==> src/rtl/serial_adder.sv <==
// Bit-serial adder: one full-adder cell fed LSB-first from two operand shift
// registers, with a carry flop closing the loop; one sum bit per clock.
module serial_adder #(
  parameter int WIDTH = 8
) (
  input  logic             clk,
  input  logic             rst,
  input  logic             start,
  input  logic [WIDTH-1:0] a,
  input  logic [WIDTH-1:0] b,
  input  logic             c_in,
  output logic             busy,
  output logic             done,
  output logic [WIDTH-1:0] sum,
  output logic             c_out
);

  localparam int            CW   = $clog2(WIDTH) + 1;
  localparam logic [CW-1:0] LAST = CW'(WIDTH - 1);

  typedef enum logic [1:0] {
    IDLE = 2'd0,
    RUN  = 2'd1,
    DONE = 2'd2
  } state_t;

  function automatic logic fa_sum(input logic x, input logic y, input logic ci);
    return x ^ y ^ ci;
  endfunction

  function automatic logic fa_carry(input logic x, input logic y, input logic ci);
    return (x & y) | (x & ci) | (y & ci);
  endfunction

  state_t           state_r;
  state_t           state_s;
  logic [WIDTH-1:0] x_sr_r;
  logic [WIDTH-1:0] y_sr_r;
  logic [WIDTH-1:0] sr_sum_r;
  logic [WIDTH-1:0] sum_r;
  logic             cy_r;
  logic             c_out_r;
  logic [CW-1:0]    cnt_r;
  logic             load_s;
  logic             last_s;
  logic             bit_sum_s;
  logic             bit_carry_s;
  logic [WIDTH:0]   sum_shift_s;

  assign bit_sum_s   = fa_sum(x_sr_r[0], y_sr_r[0], cy_r);
  assign bit_carry_s = fa_carry(x_sr_r[0], y_sr_r[0], cy_r);
  // New bit enters at the MSB; the widened vector keeps WIDTH==1 legal.
  assign sum_shift_s = {bit_sum_s, sr_sum_r};

  assign busy  = (state_r == RUN);
  assign done  = (state_r == DONE);
  assign sum   = sum_r;
  assign c_out = c_out_r;

  // State register
  always_ff @(posedge clk) begin
    if (rst) begin
      state_r <= IDLE;
    end else begin
      state_r <= state_s;
    end
  end

  // Next-state decode; a start seen in DONE reloads directly for back-to-back adds
  always_comb begin
    state_s = state_r;
    load_s  = 1'b0;
    last_s  = 1'b0;
    case (state_r)
      IDLE: begin
        if (start) begin
          load_s  = 1'b1;
          state_s = RUN;
        end else begin
          state_s = IDLE;
        end
      end
      RUN: begin
        if (cnt_r == LAST) begin
          last_s  = 1'b1;
          state_s = DONE;
        end else begin
          state_s = RUN;
        end
      end
      DONE: begin
        if (start) begin
          load_s  = 1'b1;
          state_s = RUN;
        end else begin
          state_s = IDLE;
        end
      end
      default: begin
        state_s = IDLE;
      end
    endcase
  end

  // Operand shift, carry loop, bit counter and result capture
  always_ff @(posedge clk) begin
    if (rst) begin
      x_sr_r   <= '0;
      y_sr_r   <= '0;
      sr_sum_r <= '0;
      sum_r    <= '0;
      cy_r     <= 1'b0;
      c_out_r  <= 1'b0;
      cnt_r    <= '0;
    end else if (load_s) begin
      x_sr_r   <= a;
      y_sr_r   <= b;
      cy_r     <= c_in;
      cnt_r    <= '0;
      sr_sum_r <= '0;
    end else if (state_r == RUN) begin
      x_sr_r   <= x_sr_r >> 1;
      y_sr_r   <= y_sr_r >> 1;
      cy_r     <= bit_carry_s;
      sr_sum_r <= sum_shift_s[WIDTH:1];
      cnt_r    <= cnt_r + CW'(1);
      if (last_s) begin
        sum_r   <= sum_shift_s[WIDTH:1];
        c_out_r <= bit_carry_s;
      end
    end
  end

endmodule
==> config.mk <==
export PLATFORM = sky130hd
export DESIGN_NAME = serial_adder
export DESIGN_NICKNAME = d
export VERILOG_FILES = /design/src/rtl/serial_adder.sv
export SDC_FILE = /design/constraint.sdc
export NUM_CORES = 1
export LEC_CHECK = 0
export CAP_MARGIN = 20
export CORE_MARGIN = 4
export CORE_UTILIZATION = 45
export DETAILED_ROUTE_END_ITERATION = 12
export DONT_BUFFER_PORTS = 1
export GPL_ROUTABILITY_DRIVEN = 0
export PLACE_DENSITY = 0.66
export SLEW_MARGIN = 40
export SYNTH_ARGS = -nofsm -noshare
export SYNTH_HDL_FRONTEND = slang
export SYNTH_SLANG_ARGS = --single-unit
==> constraint.sdc <==
create_clock -name clk -period 1.93 [get_ports clk]
set_input_delay 0.2895 -clock clk [delete_from_list [all_inputs] [get_ports clk]]
set_output_delay 0.2895 -clock clk [all_outputs]
set_load 0.03 [all_outputs]
==> results.py, run 1 <==
metrics = {
    "run_status": {
        "status": "finished clean",
    },
    "timing": {
        "tightest_slew_ns": 0.688,
        "finalHoldViolCount": 0,
        "finalCritPeriodShare": 0.888,
        "rsz0062_at_grt": "no",
        "maxSlewHeadroom": 0.540,
        "skew_ns": 0.00786,
        "fmax_mhz": 584,
        "tns_ns": 0,
        "period_minus_slack_ns": 1.71,
        "setup-violations-final": 0,
        "slew_viol_final": 0,
    },
    "place": {
        "place_hpwl_um": 2110,
        "io_buffers": 0,
        "place_area_mm2": 0.00159,
        "place_inst": 215,
    },
    "worst_setup_path": {
        "crit_slowest_cell": "inv_2",
        "cp_max_fo": 26,
        "critPathKind": "reg2out",
        "slowest_delay_ns": 0.47,
        "endpoint_kind": "output port",
        "crit_arrival_ns": 1.42,
        "crit_required_ns": 1.64,
        "critical_path.top_delay_family": "buffers and inverters",
        "worst-path-buf-inv": 1,
        "path_cells": "nand2b_2 -> inv_2",
        "startpoint_type": "flop",
    },
    "synthesis": {
        "ys_types": 25,
        "syn_nets": 199,
        "yosysWarnings": 0,
        "synthCells": 177,
        "syn-cell-area_mm2": 0.00159,
        "seq_area_frac_synth": 0.491,
        "ys_ff_latch": 39,
        "syn-mean-instance-area_um2": 8.98,
    },
    "clock_network": {
        "clk_pin_slew_ns": 0.12,
        "cts_buffers": 5,
        "postCtsSetupBuffers": 0,
        "cts.sinks": 39,
        "root_buffer": "clkbuf_4",
        "hold_buffers": 1,
        "htreeDepth": 2,
        "cts-resized-gates": 0,
        "cts_tree": "done",
        "clk_path_buf_depth": 2,
        "insertion_delay_ns": 0.34,
    },
    "die": {
        "rows": 21,
        "die-width_um": 67.4,
        "start_util": 0.473,
        "dieArea_mm2": 0.00455,
        "num_io_pins": 31,
        "die_y_um": 67.4,
        "core_area_mm2": 0.00336,
    },
    "route": {
        "ant_nets": 0,
        "route.detailed.wl_per_inst_um": 14.0,
        "via_per_inst": 5.53,
        "vias": 1238,
        "drc_errors": 0,
        "routed_wl_um": 3130,
        "firstDrtPassIters": 4,
        "drtIter0Drc": 61,
    },
    "finish": {
        "layout.nets": 199,
        "area.growth.synth_to_final_pct": 6.06,
        "layout_commonest_cell": "dfxtp_1",
        "final_cell_count_no_fill": 224,
        "mostFrequentLayoutCells": "dfxtp_1, nand2_1, a21oi_1",
        "layout-drive-gt1-share": 0.0899,
        "design_area_mm2": 0.00169,
        "antennaDiodeCount": 0,
    },
    "power_and_ir_drop": {
        "leakagePower_uw": 0.000578,
        "p_per_area_mw_per_mm2": 924,
        "vdd_drop_max_mv": 0.534,
        "power.total_uw": 1560,
    },
    "grt": {
        "grtUsageTotal": 0.155,
        "grt-ovfl-total": 0,
        "grt_max_degree": 27,
        "antenna_found_initial": 0,
        "grt_pass1_vias": 1179,
        "grt_first_pass_wirelength_um": 5260,
    },
    "worst_hold_path": {
        "hold_path.class": "in2reg",
    },
    "run": {
        "drv_cap": 0,
    },
}
[power breakdown]
part           internal, uW  switching, uW
clock network           306            265
registers               834           18.3
logic                  45.2           90.1
total                  1190            373
[layout make-up]
cell class	instances	area, um^2
tap	46	57.6
timing repair buffer	6	47.5
clock inverter	2	35.0
clock buffer	6	51.3
sequential	39	781
inverter	2	7.51
fill	336	1680
multi-input combinational	123	707
[cells in the mapped netlist]
cell type	number	area, um^2
dfxtp_1	39	781
nand2_1	37	139
a21oi_1	27	135
nand3_1	18	90.1
a22oi_1	15	113
mux2i_1	9	90.1
buf_4	5	37.5
buf_2	4	20.0
buf_6	3	33.8
nor2_1	3	11.3
nand3b_1	2	15.0
nor2b_1	2	12.5
clkbuf_1	1	3.75
clkinv_1	1	3.75
fa_1	1	20.0
ha_1	1	12.5
inv_2	1	3.75
nand2b_1	1	6.26
nand2b_2	1	8.76
nor2_8	1	20.0
nor3_1	1	5.00
o21ai_0	1	5.00
or3_1	1	6.26
xnor2_1	1	8.76
xor2_1	1	8.76
[state kept, by name, summed over array words and instances (netlist names)]
register / count
x_sr_r: 8
state_r: 2
sum: 8
y_sr_r: 8
c_out: 1
sr_sum_r: 7
cy_r: 1
cnt_r: 4
[cell families (layout without fill, tap and decap cells)]
logic type,Yosys count,count (layout),synth area share
AOI/OAI and AO/OA,43,43,0.159
xor gates and xnor gates,2,2,0.0110
adders and majority gates,2,2,0.0205
buffers and inverters,15,16,0.0645
DFF,39,39,0.491
muxes,9,9,0.0567
and+or+nand+nor,67,67,0.197
[per-stage QoR]
step	hold WS (ns)	setup slack [ns]	utilization
after floorplan	0.426	0.746	-
after global placement	0.361	0.558	0.473
after detailed placement	0.363	0.473	0.473
after CTS	0.0558	0.200	0.501
after global routing	0.0548	0.113	0.501
final	0.0713	0.216	0.501
[routing by layer]
layer | share of wire | global-route usage | wire length [um] | up-vias
met3 | 0.067 | 0.0632 | 210 | 5
met5 | 0 | 0 | 0 | -
met1 | 0.43 | 0.185 | 1350 | 592
met4 | 0.017 | 0.0759 | 53 | 0
li1 | - | - | - | 611
met2 | 0.48 | 0.242 | 1510 | 30
[path summary, 6_finish.rpt]
check | from | endpoint | slack (ns) | depth (start not counted)
min reg2reg | sr_sum_r[1] | sum[0] | 0.47 | 2
max | state_r[1] | busy | 0.22 | 2
min | b[7] | y_sr_r[7] | 0.07 | 2
max reg2reg | state_r[1] | cy_r | 0.44 | 4
Note: power is estimated with default switching activity, not from simulation.
==> run 2, diff against run 1 <==
==> constraint.sdc (replaced) <==
create_clock -name clk -period 1.93 [get_ports clk]
set_input_delay 0.386 -clock clk [delete_from_list [all_inputs] [get_ports clk]]
set_output_delay 0.386 -clock clk [all_outputs]
set_load 0.03 [all_outputs]
==> results.py, run 2 (synthesis results as in run 1) <==
metrics = {
    "power_and_ir_drop": {
        "p_per_area_mw_per_mm2": 962,
        "power.share.clock": 0.401,
        "vdd_drop_max_mv": 0.462,
        "internal-power_uw": 1290,
        "combPwrFrac": 0.081,
        "seqPwrFrac": 0.518,
        "leakagePower_uw": 0.000588,
        "sw_frac_of_total": 0.218,
        "p_switching_uw": 358,
    },
    "finish": {
        "mostFrequentLayoutCells": "dfxtp_1, nand2_1, a21oi_1",
        "layout-drive-gt1-share": 0.0950,
        "antennaDiodeCount": 0,
        "fillCellCount": 349,
        "layout_commonest_cell": "dfxtp_1",
        "layout.nets": 200,
        "area.growth.synth_to_final_pct": 7.47,
    },
    "timing": {
        "skew_ns": 0.00707,
        "tns_ns": 0,
        "maxSlewHeadroom": 0.572,
        "hold_ws_ns": 0.102,
        "rsz0062_at_grt": "no",
        "slew_viol_final": 0,
        "finalCritPeriodShare": 0.916,
        "fmax_mhz": 565,
        "period_minus_slack_ns": 1.77,
        "finalHoldViolCount": 0,
        "setup-violations-final": 0,
        "tightest_slew_ns": 0.641,
    },
    "clock_network": {
        "clk_pin_slew_ns": 0.11,
        "hold_buffers": 0,
        "cts_buffers": 5,
        "insertion_delay_ns": 0.34,
        "cts.sinks": 39,
        "clk_path_buf_depth": 2,
        "cts_tree": "done",
        "htreeDepth": 2,
        "root_buffer": "clkbuf_4",
    },
    "route": {
        "firstDrtPassIters": 4,
        "drtIter0Drc": 56,
        "via_per_inst": 5.36,
        "routed_wl_um": 3000,
        "route.detailed.wl_per_inst_um": 13.4,
        "drc_errors": 0,
        "vias": 1205,
        "ant_nets": 0,
    },
    "die": {
        "core_area_mm2": 0.00336,
        "die_y_um": 67.4,
        "die-width_um": 67.4,
        "dieArea_mm2": 0.00455,
        "rows": 21,
        "start_util": 0.473,
        "num_io_pins": 31,
    },
    "worst_setup_path": {
        "worst-path-buf-inv": 2,
        "crit_arrival_ns": 1.38,
        "slowest_delay_ns": 0.33,
        "path_cells": "nand2b_2 -> inv_4 -> buf_4",
        "crit_slowest_cell": "dfxtp_1",
        "critPathKind": "reg2out",
        "cp_max_fo": 16,
        "crit_required_ns": 1.54,
        "critical_path.top_delay_family": "buffers and inverters",
        "startpoint_type": "flop",
        "endpoint_kind": "output port",
    },
    "run_status": {
        "status": "finished clean",
    },
    "grt": {
        "grt-ovfl-total": 0,
        "antenna_found_initial": 0,
        "grt_max_degree": 21,
        "grt_first_pass_wirelength_um": 5100,
        "grtUsageTotal": 0.148,
        "grt_pass1_vias": 1145,
    },
    "place": {
        "place_hpwl_um": 2130,
        "io_buffers": 0,
    },
    "run": {
        "drv_cap": 0,
    },
    "worst_hold_path": {
        "hold_path.class": "in2reg",
    },
}
## run 2: changes by cell type in the layout (fill, tap and decap cells not counted), sizes merged
| cell | before | now |
|---|---|---|
| dlygate4sd3 | 1 | 0 |
| buf | 5 | 7 |
| clkinv | 2 | 1 |
| bufinv | 1 | 2 |
## run 2: worst paths after layout
| kind | from | cells after the start | endpoint | slack, ns |
|---|---|---|---|---|
| setup / recovery | state_r[1] | 3 | busy | 0.16 |
| hold / removal | rst | 1 | y_sr_r[2] | 0.10 |
| setup reg to reg | state_r[1] | 4 | cnt_r[3] | 0.45 |
| hold reg to reg | sr_sum_r[1] | 2 | sr_sum_r[1] | 0.46 |
## run 2: layout make-up
cell class / count / area, um^2 / share of cell area
repair buffers: 7 / 52.6 / 0.0307
clock buffers: 6 / 41.3 / 0.0242
well taps: 46 / 57.6 / 0.0337
clock inverters: 2 / 60.1 / 0.0351
inverters: 2 / 10.0 / 0.00586
flip-flops and latches: 39 / 781 / 0.457
multi-input cells: 123 / 707 / 0.414
## run 2: repair_timing
item / CTS / global route
setup buffers: 0 / 0
setup endpoints to repair: 0 / 1
gates resized for setup: 0 / 1
## run 2: through the flow
stage	instance area, um^2	worst slack (ns)	instances	total power [uW]	utilization
2_1_floorplan	1590	0.746	177	991	-
3_3_place_gp	1610	0.491	217	998	0.477
3_5_place_dp	1610	0.471	217	1000	0.477
4_1_cts	1710	0.0790	225	1660	0.507
5_1_grt	1710	0.0320	225	1720	0.508
6_report	1710	0.161	225	1640	0.508
## run 2: per-layer routing
layer,track usage,up-vias,share of wire
met2,0.250,34,0.48
met3,0.0599,5,0.077
met1,0.165,552,0.43
met5,0,-,0
met4,0.0608,0,0.014
li1,-,614,-
## run 2: power groups by stage
stage	sequential, uW	clock [uW]	combinational (uW)
after detailed placement	870	0	133
after global routing	856	716	152
after global placement	869	0	130
after floorplan	866	0	125
after CTS	852	677	133
final	852	659	133
==> run 3, diff against run 2 <==
- ABC_AREA: not set -> 1
==> results.py, run 3 <==
metrics = {
    "die": {
        "dieArea_mm2": 0.00484,
        "die-width_um": 69.6,
        "die_y_um": 69.6,
        "rows": 22,
        "core_area_mm2": 0.00366,
        "start_util": 0.467,
        "num_io_pins": 31,
    },
    "synthesis": {
        "yosysWarnings": 0,
        "syn_nets": 245,
        "yosysMostFrequentCell": "nand2_1",
        "synthCells": 223,
        "ys_types": 23,
        "synth_edf_count": 0,
        "synth_common_cells": "nand2_1, dfxtp_1, inv_1, a21oi_1, o21ai_0",
        "syn-cell-area_mm2": 0.00171,
        "ys_ff_latch": 39,
        "synthTopCellsByArea": "dfxtp_1, nand2_1, inv_1",
        "synthArstFlopShare": 0,
        "seq_area_frac_synth": 0.457,
        "syn-mean-instance-area_um2": 7.66,
        "synth_top_area_cell": "dfxtp_1",
        "yosys.area.top_type_share": 0.457,
        "synth_top_flop_cell": "dfxtp_1",
    },
    "finish": {
        "layout-drive-gt1-share": 0.164,
        "layout_commonest_cell": "nand2_1",
        "layout.nets": 248,
        "mostFrequentLayoutCells": "nand2_1, dfxtp_1, inv_1",
        "area.growth.synth_to_final_pct": 6.15,
        "antennaDiodeCount": 0,
        "fillCellCount": 368,
        "final_cell_count_no_fill": 274,
    },
    "worst_setup_path": {
        "crit_start": "state_r[0]",
        "critPathKind": "reg2out",
        "startpoint_type": "flop",
        "crit_required_ns": 1.54,
        "crit_arrival_ns": 1.12,
        "reg2reg_from": "state_r[0]",
        "endpoint_kind": "output port",
        "cp_max_fo": 15,
    },
    "timing": {
        "setup-violations-final": 0,
        "slew_viol_final": 0,
        "rsz0062_at_grt": "no",
        "tightest_slew_ns": 0.419,
        "fmax_mhz": 662,
        "skew_ns": 0.00715,
        "maxSlewHeadroom": 0.720,
        "finalCritPeriodShare": 0.783,
        "period_minus_slack_ns": 1.51,
        "finalHoldViolCount": 0,
        "tns_ns": 0,
    },
    "route": {
        "drc_errors": 0,
        "drtIter0Drc": 73,
        "firstDrtPassIters": 4,
        "via_per_inst": 4.78,
        "route.detailed.wl_per_inst_um": 11.2,
        "ant_nets": 0,
        "vias": 1309,
        "routed_wl_um": 3060,
    },
    "clock_network": {
        "cts.sinks": 39,
        "root_buffer": "clkbuf_8",
        "clk_pin_slew_ns": 0.08,
        "cts_buffers": 5,
        "clk_path_buf_depth": 2,
        "htreeDepth": 2,
        "cts-resized-gates": 0,
        "postCtsSetupBuffers": 0,
        "insertion_delay_ns": 0.29,
        "hold_buffers": 0,
        "cts_tree": "done",
    },
    "power_and_ir_drop": {
        "power.share.clock": 0.349,
        "seqPwrFrac": 0.550,
        "leakagePower_uw": 0.000727,
        "combPwrFrac": 0.101,
        "p_per_area_mw_per_mm2": 867,
        "p_switching_uw": 396,
        "vdd_drop_max_mv": 0.558,
        "sw_frac_of_total": 0.252,
        "internal-power_uw": 1180,
    },
    "worst_hold_path": {
        "hold_path.class": "in2reg",
        "worstHoldStart": "rst",
    },
    "grt": {
        "grt_max_degree": 22,
        "grt_first_pass_wirelength_um": 5130,
        "grtUsageTotal": 0.133,
        "grt_pass1_vias": 1130,
        "antenna_found_initial": 0,
        "grt-ovfl-total": 0,
    },
    "place": {
        "place_inst": 267,
        "io_buffers": 0,
        "place_hpwl_um": 2110,
    },
    "run": {
        "drv_cap": 0,
    },
    "run_status": {
        "status": "finished clean",
    },
}
-- run 3: final timing paths --
path	to	slack, ns	cells after the start
max	busy	0.42	2
min	c_out	0.15	1
max reg2reg	x_sr_r[4]	0.46	7
min reg2reg	y_sr_r[5]	0.46	2
-- run 3: metal layers --
| layer | global-route usage | wire length [um] | vias up |
|---|---|---|---|
| met1 | 0.163 | 1420 | 580 |
| met5 | 0 | 0 | - |
| met2 | 0.200 | 1380 | 26 |
| met3 | 0.0565 | 197 | 6 |
| met4 | 0.0651 | 63 | 0 |
| li1 | - | - | 697 |
-- run 3: area by class of cell --
cell class | count | area (um^2) | area share
Timing Repair Buffer | 3 | 22.5 | 0.0124
Clock inverter | 1 | 5.00 | 0.00276
Sequential cell | 39 | 781 | 0.431
Multi-Input combinational cell | 146 | 743 | 0.410
Tap cell | 48 | 60.1 | 0.0331
Inverter | 31 | 119 | 0.0656
Clock buffer | 6 | 82.6 | 0.0455
-- run 3: power groups by stage --
stage	clock network, uW	logic (uW)	registers (uW)
after detailed placement	0	161	882
after CTS	560	162	864
after global routing	604	185	868
after global placement	0	160	882
after floorplan	0	157	878
final	549	159	864
-- run 3: cells by family (layout without fill, tap and decap cells) --
logic type                 after synthesis  in the layout  synth area share
buffers and inverters                   38             41             0.108
adders and majority gates                2              2            0.0190
AOI/OAI and AO/OA                       45             45             0.153
and+or+nand+nor                         99             99             0.263
DFF                                     39             39             0.457
-- run 3: stage by stage --
stage / setup slack, ns / power, uW / hold slack (ns) / util / cell area, um^2
floorplan: 0.637 / 1030 / 0.435 / - / 1710
global placement: 0.502 / 1040 / 0.448 / 0.471 / 1730
detailed placement: 0.478 / 1040 / 0.451 / 0.471 / 1730
CTS: 0.417 / 1590 / 0.145 / 0.495 / 1810
global route: 0.322 / 1660 / 0.131 / 0.495 / 1810
finish: 0.419 / 1570 / 0.151 / 0.495 / 1810
-- run 3: worst max-delay path, cell delays in order (launching register included) --
cell	delay, ns
dfxtp_1	0.45
inv_2	0.11
nor2_8	0.27
